`config.mk`:
```
export PLATFORM = sky130hd
export DESIGN_NAME = param_data_path
export DESIGN_NICKNAME = d
export VERILOG_FILES = /design/src/rtl/param_dp_pkg.sv /design/src/rtl/param_dp_alu.sv /design/src/rtl/param_data_path.sv
export SDC_FILE = /design/constraint.sdc
export NUM_CORES = 1
export LEC_CHECK = 0
export CORE_AREA = 2 2 194 120
export DETAILED_ROUTE_END_ITERATION = 12
export DIE_AREA = 0 0 196 122
export PLACE_DENSITY = 0.82
export SLEW_MARGIN = 20
export SYNTH_ARGS = -nofsm -noshare
export SYNTH_HDL_FRONTEND = slang
export SYNTH_HIERARCHICAL = 1
export SYNTH_SLANG_ARGS = --single-unit
```
`constraint.sdc`:
```
create_clock -name clk -period 4 [get_ports clk]
set_clock_uncertainty 0.1 [all_clocks]
set_input_delay 0.8 -clock clk [delete_from_list [all_inputs] [get_ports clk]]
set_output_delay 0.8 -clock clk [all_outputs]
set_load 0.05 [all_outputs]
```
`src/rtl/param_dp_pkg.sv`:
```
// Shared definitions for the parametrised datapath.
//   alu_func_e : ALU operation codes driven on alu_func
//   pc_ctrl_e  : PC update codes driven on pc_ctrl
//   Flag*      : bit positions inside the 4-bit {Z,N,C,V} flags word
package param_dp_pkg;

  typedef enum logic [2:0] {
    AluAdd = 3'b000,
    AluSub = 3'b001,
    AluAnd = 3'b010,
    AluOr  = 3'b011,
    AluXor = 3'b100,
    AluNot = 3'b101,
    AluShl = 3'b110,
    AluMov = 3'b111
  } alu_func_e;

  typedef enum logic [1:0] {
    PcHold = 2'b00,
    PcInc  = 2'b01,
    PcRel  = 2'b10,
    PcLoad = 2'b11
  } pc_ctrl_e;

  localparam int unsigned FlagZ = 3;
  localparam int unsigned FlagN = 2;
  localparam int unsigned FlagC = 1;
  localparam int unsigned FlagV = 0;

endpackage

```
`src/rtl/param_dp_alu.sv`:
```
// Combinational DW-wide ALU with {Z,N,C,V} flag generation.
// Ports:
//   a, b    : operands (A = register, B = register or sign-extended immediate)
//   func    : operation code (alu_func_e)
//   flags   : {Z,N,C,V}, present only when DP_FLAGS_EN is defined
//   result  : DW-bit wrap-around result
// Configuration macro: DP_FLAGS_EN (enables the flags port and its logic).
module param_dp_alu
  import param_dp_pkg::*;
#(
  parameter int unsigned DW = 16
) (
  input  logic [DW-1:0] a,
  input  logic [DW-1:0] b,
  input  logic [2:0]    func,
`ifdef DP_FLAGS_EN
  output logic [3:0]    flags,
`endif
  output logic [DW-1:0] result
);

  always_comb begin
    result = '0;
    unique case (alu_func_e'(func))
      AluAdd:  result = a + b;
      AluSub:  result = a - b;
      AluAnd:  result = a & b;
      AluOr:   result = a | b;
      AluXor:  result = a ^ b;
      AluNot:  result = ~a;
      AluShl:  result = {a[DW-2:0], 1'b0};
      AluMov:  result = b;
      default: result = '0;
    endcase
  end

`ifdef DP_FLAGS_EN
  always_comb begin
    flags        = '0;
    flags[FlagZ] = (result == '0);
    flags[FlagN] = result[DW-1];
    unique case (alu_func_e'(func))
      AluAdd: begin
        // A wrapped sum is smaller than either operand exactly when it carried out.
        flags[FlagC] = (result < a);
        flags[FlagV] = (a[DW-1] == b[DW-1]) && (result[DW-1] != a[DW-1]);
      end
      AluSub: begin
        flags[FlagC] = (a < b);
        flags[FlagV] = (a[DW-1] != b[DW-1]) && (result[DW-1] != a[DW-1]);
      end
      AluShl:  flags[FlagC] = a[DW-1];
      default: ;
    endcase
  end
`endif

endmodule

```
`src/rtl/param_data_path.sv`:
```
// Parametrised datapath: PC unit, NREG x DW register file, operand mux and ALU,
// organised as a 3-stage pipeline (read / operand / execute+writeback).
// Ports:
//   clk, rst         : clock (rising edge) and asynchronous active-low reset
//   en_pc, pc_ctrl   : PC update strobe and op (hold, +1, +sext(offset), load zext(offset))
//   offset           : immediate / branch offset
//   en_in            : issue strobe, accepted only while ready=1
//   rd, rs           : destination/operand-A and operand-B register indices
//   alu_in_sel       : 0 selects reg[rs] as B, 1 selects sext(offset)
//   alu_func         : ALU op (alu_func_e)
//   ready            : combinational, low while a RAW/WAW hazard blocks issue
//   en_out, wb_data  : writeback pulse and written value
//   flags            : {Z,N,C,V} of last writeback
//   pc_out           : current program counter
// Configuration macro: DP_FLAGS_EN (flags register; tied to zero when undefined).
module param_data_path
  import param_dp_pkg::*;
#(
  parameter  int unsigned DW   = 16,
  parameter  int unsigned NREG = 4,
  parameter  int unsigned OFFW = 8,
  parameter  int unsigned PCW  = 16,
  localparam int unsigned RW   = $clog2(NREG)
) (
  input  logic            clk,
  input  logic            rst,
  input  logic            en_pc,
  input  logic [1:0]      pc_ctrl,
  input  logic [OFFW-1:0] offset,
  input  logic            en_in,
  input  logic [RW-1:0]   rd,
  input  logic [RW-1:0]   rs,
  input  logic            alu_in_sel,
  input  logic [2:0]      alu_func,
  output logic            ready,
  output logic            en_out,
  output logic [DW-1:0]   wb_data,
  output logic [3:0]      flags,
  output logic [PCW-1:0]  pc_out
);

  // ---------------------------------------------------------------- PC unit
  logic [PCW-1:0] pc_q, pc_d;

  always_comb begin
    pc_d = pc_q;
    if (en_pc) begin
      unique case (pc_ctrl_e'(pc_ctrl))
        PcHold:  pc_d = pc_q;
        PcInc:   pc_d = pc_q + PCW'(1);
        PcRel:   pc_d = pc_q + PCW'($signed(offset));
        PcLoad:  pc_d = PCW'(offset);
        default: pc_d = pc_q;
      endcase
    end
  end

  always_ff @(posedge clk or negedge rst) begin
    if (!rst) pc_q <= '0;
    else      pc_q <= pc_d;
  end

  assign pc_out = pc_q;

  // ------------------------------------------------- register file and pipe
  logic [DW-1:0]   regs_q [NREG];

  logic            s1_valid_q, s2_valid_q, s3_valid_q;
  logic [RW-1:0]   s1_rd_q, s2_rd_q, s3_rd_q;
  logic [2:0]      s1_func_q, s2_func_q, s3_func_q;
  logic            s1_sel_q;
  logic [OFFW-1:0] s1_off_q;
  logic [DW-1:0]   s1_a_q, s1_b_q, s2_a_q, s2_b_q, s3_a_q, s3_b_q;

  logic            en_out_q;
  logic [DW-1:0]   wb_data_q;
  logic [DW-1:0]   alu_result;

  logic            s1_hit, s2_hit, accept;
  logic            byp_rd, byp_rs;
  logic [DW-1:0]   rd_val, rs_val;

  // Only S1/S2 can hold a conflicting op; an S3 producer is bypassed below.
  always_comb begin
    s1_hit = s1_valid_q && ((s1_rd_q == rd) || (!alu_in_sel && (s1_rd_q == rs)));
    s2_hit = s2_valid_q && ((s2_rd_q == rd) || (!alu_in_sel && (s2_rd_q == rs)));
  end

  assign ready  = !(s1_hit || s2_hit);
  assign accept = en_in && ready;

  // S3 writes on the same edge S1 reads, so forward its result.
  assign byp_rd = s3_valid_q && (s3_rd_q == rd);
  assign byp_rs = s3_valid_q && (s3_rd_q == rs);
  assign rd_val = byp_rd ? alu_result : regs_q[rd];
  assign rs_val = byp_rs ? alu_result : regs_q[rs];

  always_ff @(posedge clk or negedge rst) begin
    if (!rst) begin
      for (int unsigned i = 0; i < NREG; i++) regs_q[i] <= '0;
      s1_valid_q <= 1'b0;
      s2_valid_q <= 1'b0;
      s3_valid_q <= 1'b0;
      s1_rd_q    <= '0;
      s2_rd_q    <= '0;
      s3_rd_q    <= '0;
      s1_func_q  <= '0;
      s2_func_q  <= '0;
      s3_func_q  <= '0;
      s1_sel_q   <= 1'b0;
      s1_off_q   <= '0;
      s1_a_q     <= '0;
      s1_b_q     <= '0;
      s2_a_q     <= '0;
      s2_b_q     <= '0;
      s3_a_q     <= '0;
      s3_b_q     <= '0;
      en_out_q   <= 1'b0;
      wb_data_q  <= '0;
    end else begin
      // S1: operand read
      s1_valid_q <= accept;
      if (accept) begin
        s1_rd_q   <= rd;
        s1_func_q <= alu_func;
        s1_sel_q  <= alu_in_sel;
        s1_off_q  <= offset;
        s1_a_q    <= rd_val;
        s1_b_q    <= rs_val;
      end
      // S2: B operand select
      s2_valid_q <= s1_valid_q;
      s2_rd_q    <= s1_rd_q;
      s2_func_q  <= s1_func_q;
      s2_a_q     <= s1_a_q;
      s2_b_q     <= s1_sel_q ? DW'($signed(s1_off_q)) : s1_b_q;
      // S3: execute operands
      s3_valid_q <= s2_valid_q;
      s3_rd_q    <= s2_rd_q;
      s3_func_q  <= s2_func_q;
      s3_a_q     <= s2_a_q;
      s3_b_q     <= s2_b_q;
      // Writeback
      en_out_q   <= s3_valid_q;
      if (s3_valid_q) begin
        regs_q[s3_rd_q] <= alu_result;
        wb_data_q       <= alu_result;
      end
    end
  end

  assign en_out  = en_out_q;
  assign wb_data = wb_data_q;

  // ---------------------------------------------------------------- ALU
`ifdef DP_FLAGS_EN
  logic [3:0] alu_flags;
  logic [3:0] flags_q;
`endif

  param_dp_alu #(
    .DW(DW)
  ) u_alu (
    .a      (s3_a_q),
    .b      (s3_b_q),
    .func   (s3_func_q),
`ifdef DP_FLAGS_EN
    .flags  (alu_flags),
`endif
    .result (alu_result)
  );

`ifdef DP_FLAGS_EN
  always_ff @(posedge clk or negedge rst) begin
    if (!rst)            flags_q <= '0;
    else if (s3_valid_q) flags_q <= alu_flags;
  end

  assign flags = flags_q;
`else
  assign flags = 4'b0000;
`endif

endmodule

```
==> impl_metrics.py <==
metrics = {
    "sta": {
        "setup_viol": 0,
        "rsz0062_at_grt": "no",
        "max_freq_mhz": 264,
        "period_share_pct": 94.5,
        "layout_min_cycle_time_ns": 3.78,
        "tns_ns": 0,
        "hold_ws_ns": 0.246,
        "final_hold_viol_count": 0,
        "worst_pin_slew_ns": 1.04,
        "max_slew_margin_pct": 30.4,
        "slew_violations": 0,
    },
    "detailed_routing": {
        "ant_nets": 0,
        "drtPass1Iterations": 5,
        "wl_met1_mm": 14.3,
        "drt-vias-per-instance": 6.13,
        "routed-via-count": 8583,
        "drcViolationCount": 0,
        "drt-wirelength-per-cell_um": 21.3,
        "routed-wl-met3_mm": 2.29,
        "drt_iter0_drc": 718,
        "wl_met2_mm": 12.7,
        "highest_layer": "met4",
        "drt-total-wl_mm": 29.8,
    },
    "yosys": {
        "ys.flop_type": "dfrtp_1",
        "synth.top_cell.area_share_pct": 45.8,
        "yosysWarnings": 6,
        "synth_area_leaders": "dfrtp_1, mux2_2, mux4_2, ha_1, mux2i_1",
        "synth-edff-count": 0,
        "avgSynthCellArea_sq_um": 11.7,
        "postSynthCellCount": 1027,
        "ys_ff_latch": 220,
        "synth_area_leader_cell": "dfrtp_1",
        "synth.distinct_cells": 84,
        "syn_area_sq_mm": 0.0120,
        "ys_seq_area_share_pct": 45.8,
        "async_reset_ff_share_pct": 100,
    },
    "grt": {
        "grt_max_degree": 123,
        "grt_pass1_vias": 8540,
        "grt_pass1_wl_mm": 48.2,
        "grt_overflow": 0,
        "grt_usage_pct": 25.8,
        "antenna_found_initial": 0,
    },
    "cts": {
        "cts_tree": "built",
        "numCtsBuffers": 21,
        "cts-root-buf": "clkbuf_16",
        "clk_path_buf_depth": 3,
        "insertion_delay_ns": 0.51,
        "numClockSinks": 220,
        "cts_setup_buffers": 0,
        "cts_max_level": 1,
        "clk_transition_reported_paths_ns": 0.07,
    },
    "final_layout": {
        "final_nets": 1174,
        "stdcell_count": 1401,
        "layout_common_cells": "dfrtp_1, mux2_2, a21oi_1",
        "diodes": 0,
        "multi_input_area_sq_mm": 0.00602,
        "drive_above_1_share_pct": 22.0,
        "seqCellArea_sq_mm": 0.00551,
        "final_common_cell": "dfrtp_1",
        "nFillCells": 1718,
        "syn_to_final_growth_pct": 13.6,
    },
    "worst_hold_path": {
        "hp-class": "reg -> reg",
    },
    "die": {
        "fp.dieH_um": 122,
        "die_w_um": 196,
        "fp-row-count": 43,
        "core_area_sq_mm": 0.0224,
        "io_pins": 60,
        "die_area_sq_mm": 0.0239,
        "start_util_pct": 53.7,
    },
    "critical_path": {
        "critPathRequiredTime_ns": 4.29,
        "worstSetupPathType": "reg -> reg",
        "path_max_fanout": 7,
        "crit_path_start_kind": "flip-flop",
        "cp-end-kind": "flip-flop",
        "arrival_ns": 4.07,
    },
    "place": {
        "io_buffers": 55,
        "place_congestion": 0.924,
        "place_hpwl_mm": 20.6,
        "dp_cells": 1363,
    },
    "run_status": {
        "status": "complete, no violations",
    },
    "run": {
        "maxCapViolCount": 0,
    },
}
==> stage by stage <==
stage                     worst slack, ns  utilization, %  area (sq um)
after detailed placement           0.0400            58.0         13000
final                               0.218            61.1         13700
after CTS                           0.151            61.0         13700
after global placement             0.0712            58.0         13000
after floorplan                     0.485               -         12000
after global routing               0.0467            61.1         13700
==> final timing paths <==
| kind | start | endpoint | slack, ns | cells after the start |
|---|---|---|---|---|
| max | s3_b_q[3] | regs_q[47] | 0.22 | 11 |
| min | s2_func_q[1] | s3_func_q[1] | 0.25 | 0 |
| max reg2reg | s3_b_q[3] | regs_q[47] | 0.22 | 11 |
| min reg2reg | s2_func_q[1] | s3_func_q[1] | 0.25 | 0 |
| max in group asynchronous | rst | s2_a_q[5] | 2.59 | 2 |
| min in group asynchronous | rst | s3_valid_q | 0.28 | 1 |
==> flip-flops by register name (all words and copies together), names as in the netlist, 8 cells and up <==
register	count
s2_b_q	16
wb_data	16
s1_off_q	8
s1_a_q	16
s3_b_q	16
s2_a_q	16
s1_b_q	16
regs_q	64
s3_a_q	16
pc_out	16
==> cell usage after synthesis, drive strengths merged, types with 27 or more instances <==
| cell type | n |
|---|---|
| a21oi | 72 |
| buf | 34 |
| dfrtp | 220 |
| ha | 56 |
| inv | 50 |
| mux2 | 103 |
| mux2i | 54 |
| mux4 | 37 |
| nand2 | 41 |
| nor2 | 63 |
| o21ai | 37 |
| xnor2 | 27 |
==> cell families after synthesis <==
kind of cell	count (synthesis)	share of synthesized area [%]
flip-flops	220	45.8
AO/OA/AOI/OAI	210	11.6
AND/OR/NAND/NOR	197	8.37
multiplexers	194	21.1
buffers and inverters	110	4.34
adder cells (fa/ha/maj)	58	6.16
XOR/XNOR	37	2.69
other	1	0.0312
==> layer usage <==
layer / track usage (%) / vias to the layer above
met3: 5.07 / 43
met1: 39.5 / 4332
li1: - / 3879
met5: 0 / -
met2: 38.1 / 329
met4: 5.68 / 0
==> critical path, stage by stage, from the launching register on <==
cell and delay, ns:
dfrtp_1 0.43, nor4_4 0.44, nand4_1 0.23, o31ai_1 0.32, xnor2_1 0.11, ha_1 0.42, and4_1 0.25, nand3_1 0.09
a211o_1 0.31, and2_2 0.22, a311o_2 0.46, mux2_2 0.30
==> layout make-up <==
type                    instances  area share [%]
clock buffers                  29            4.21
clock inverters                 9           0.659
inverters                      51            1.40
multi-input cells             700            44.1
flip-flops and latches        220            40.3
well taps                     292            2.67
repair buffers                100            6.70
==> what timing repair did <==
item                                    4_1_cts  5_1_grt
hold buffers                                  0        0
endpoints found under the setup margin        0        9
resized for setup                             0        3
Power is not shown: default switching activity piles up to over one toggle a cycle in this logic, so the estimate is an artifact.
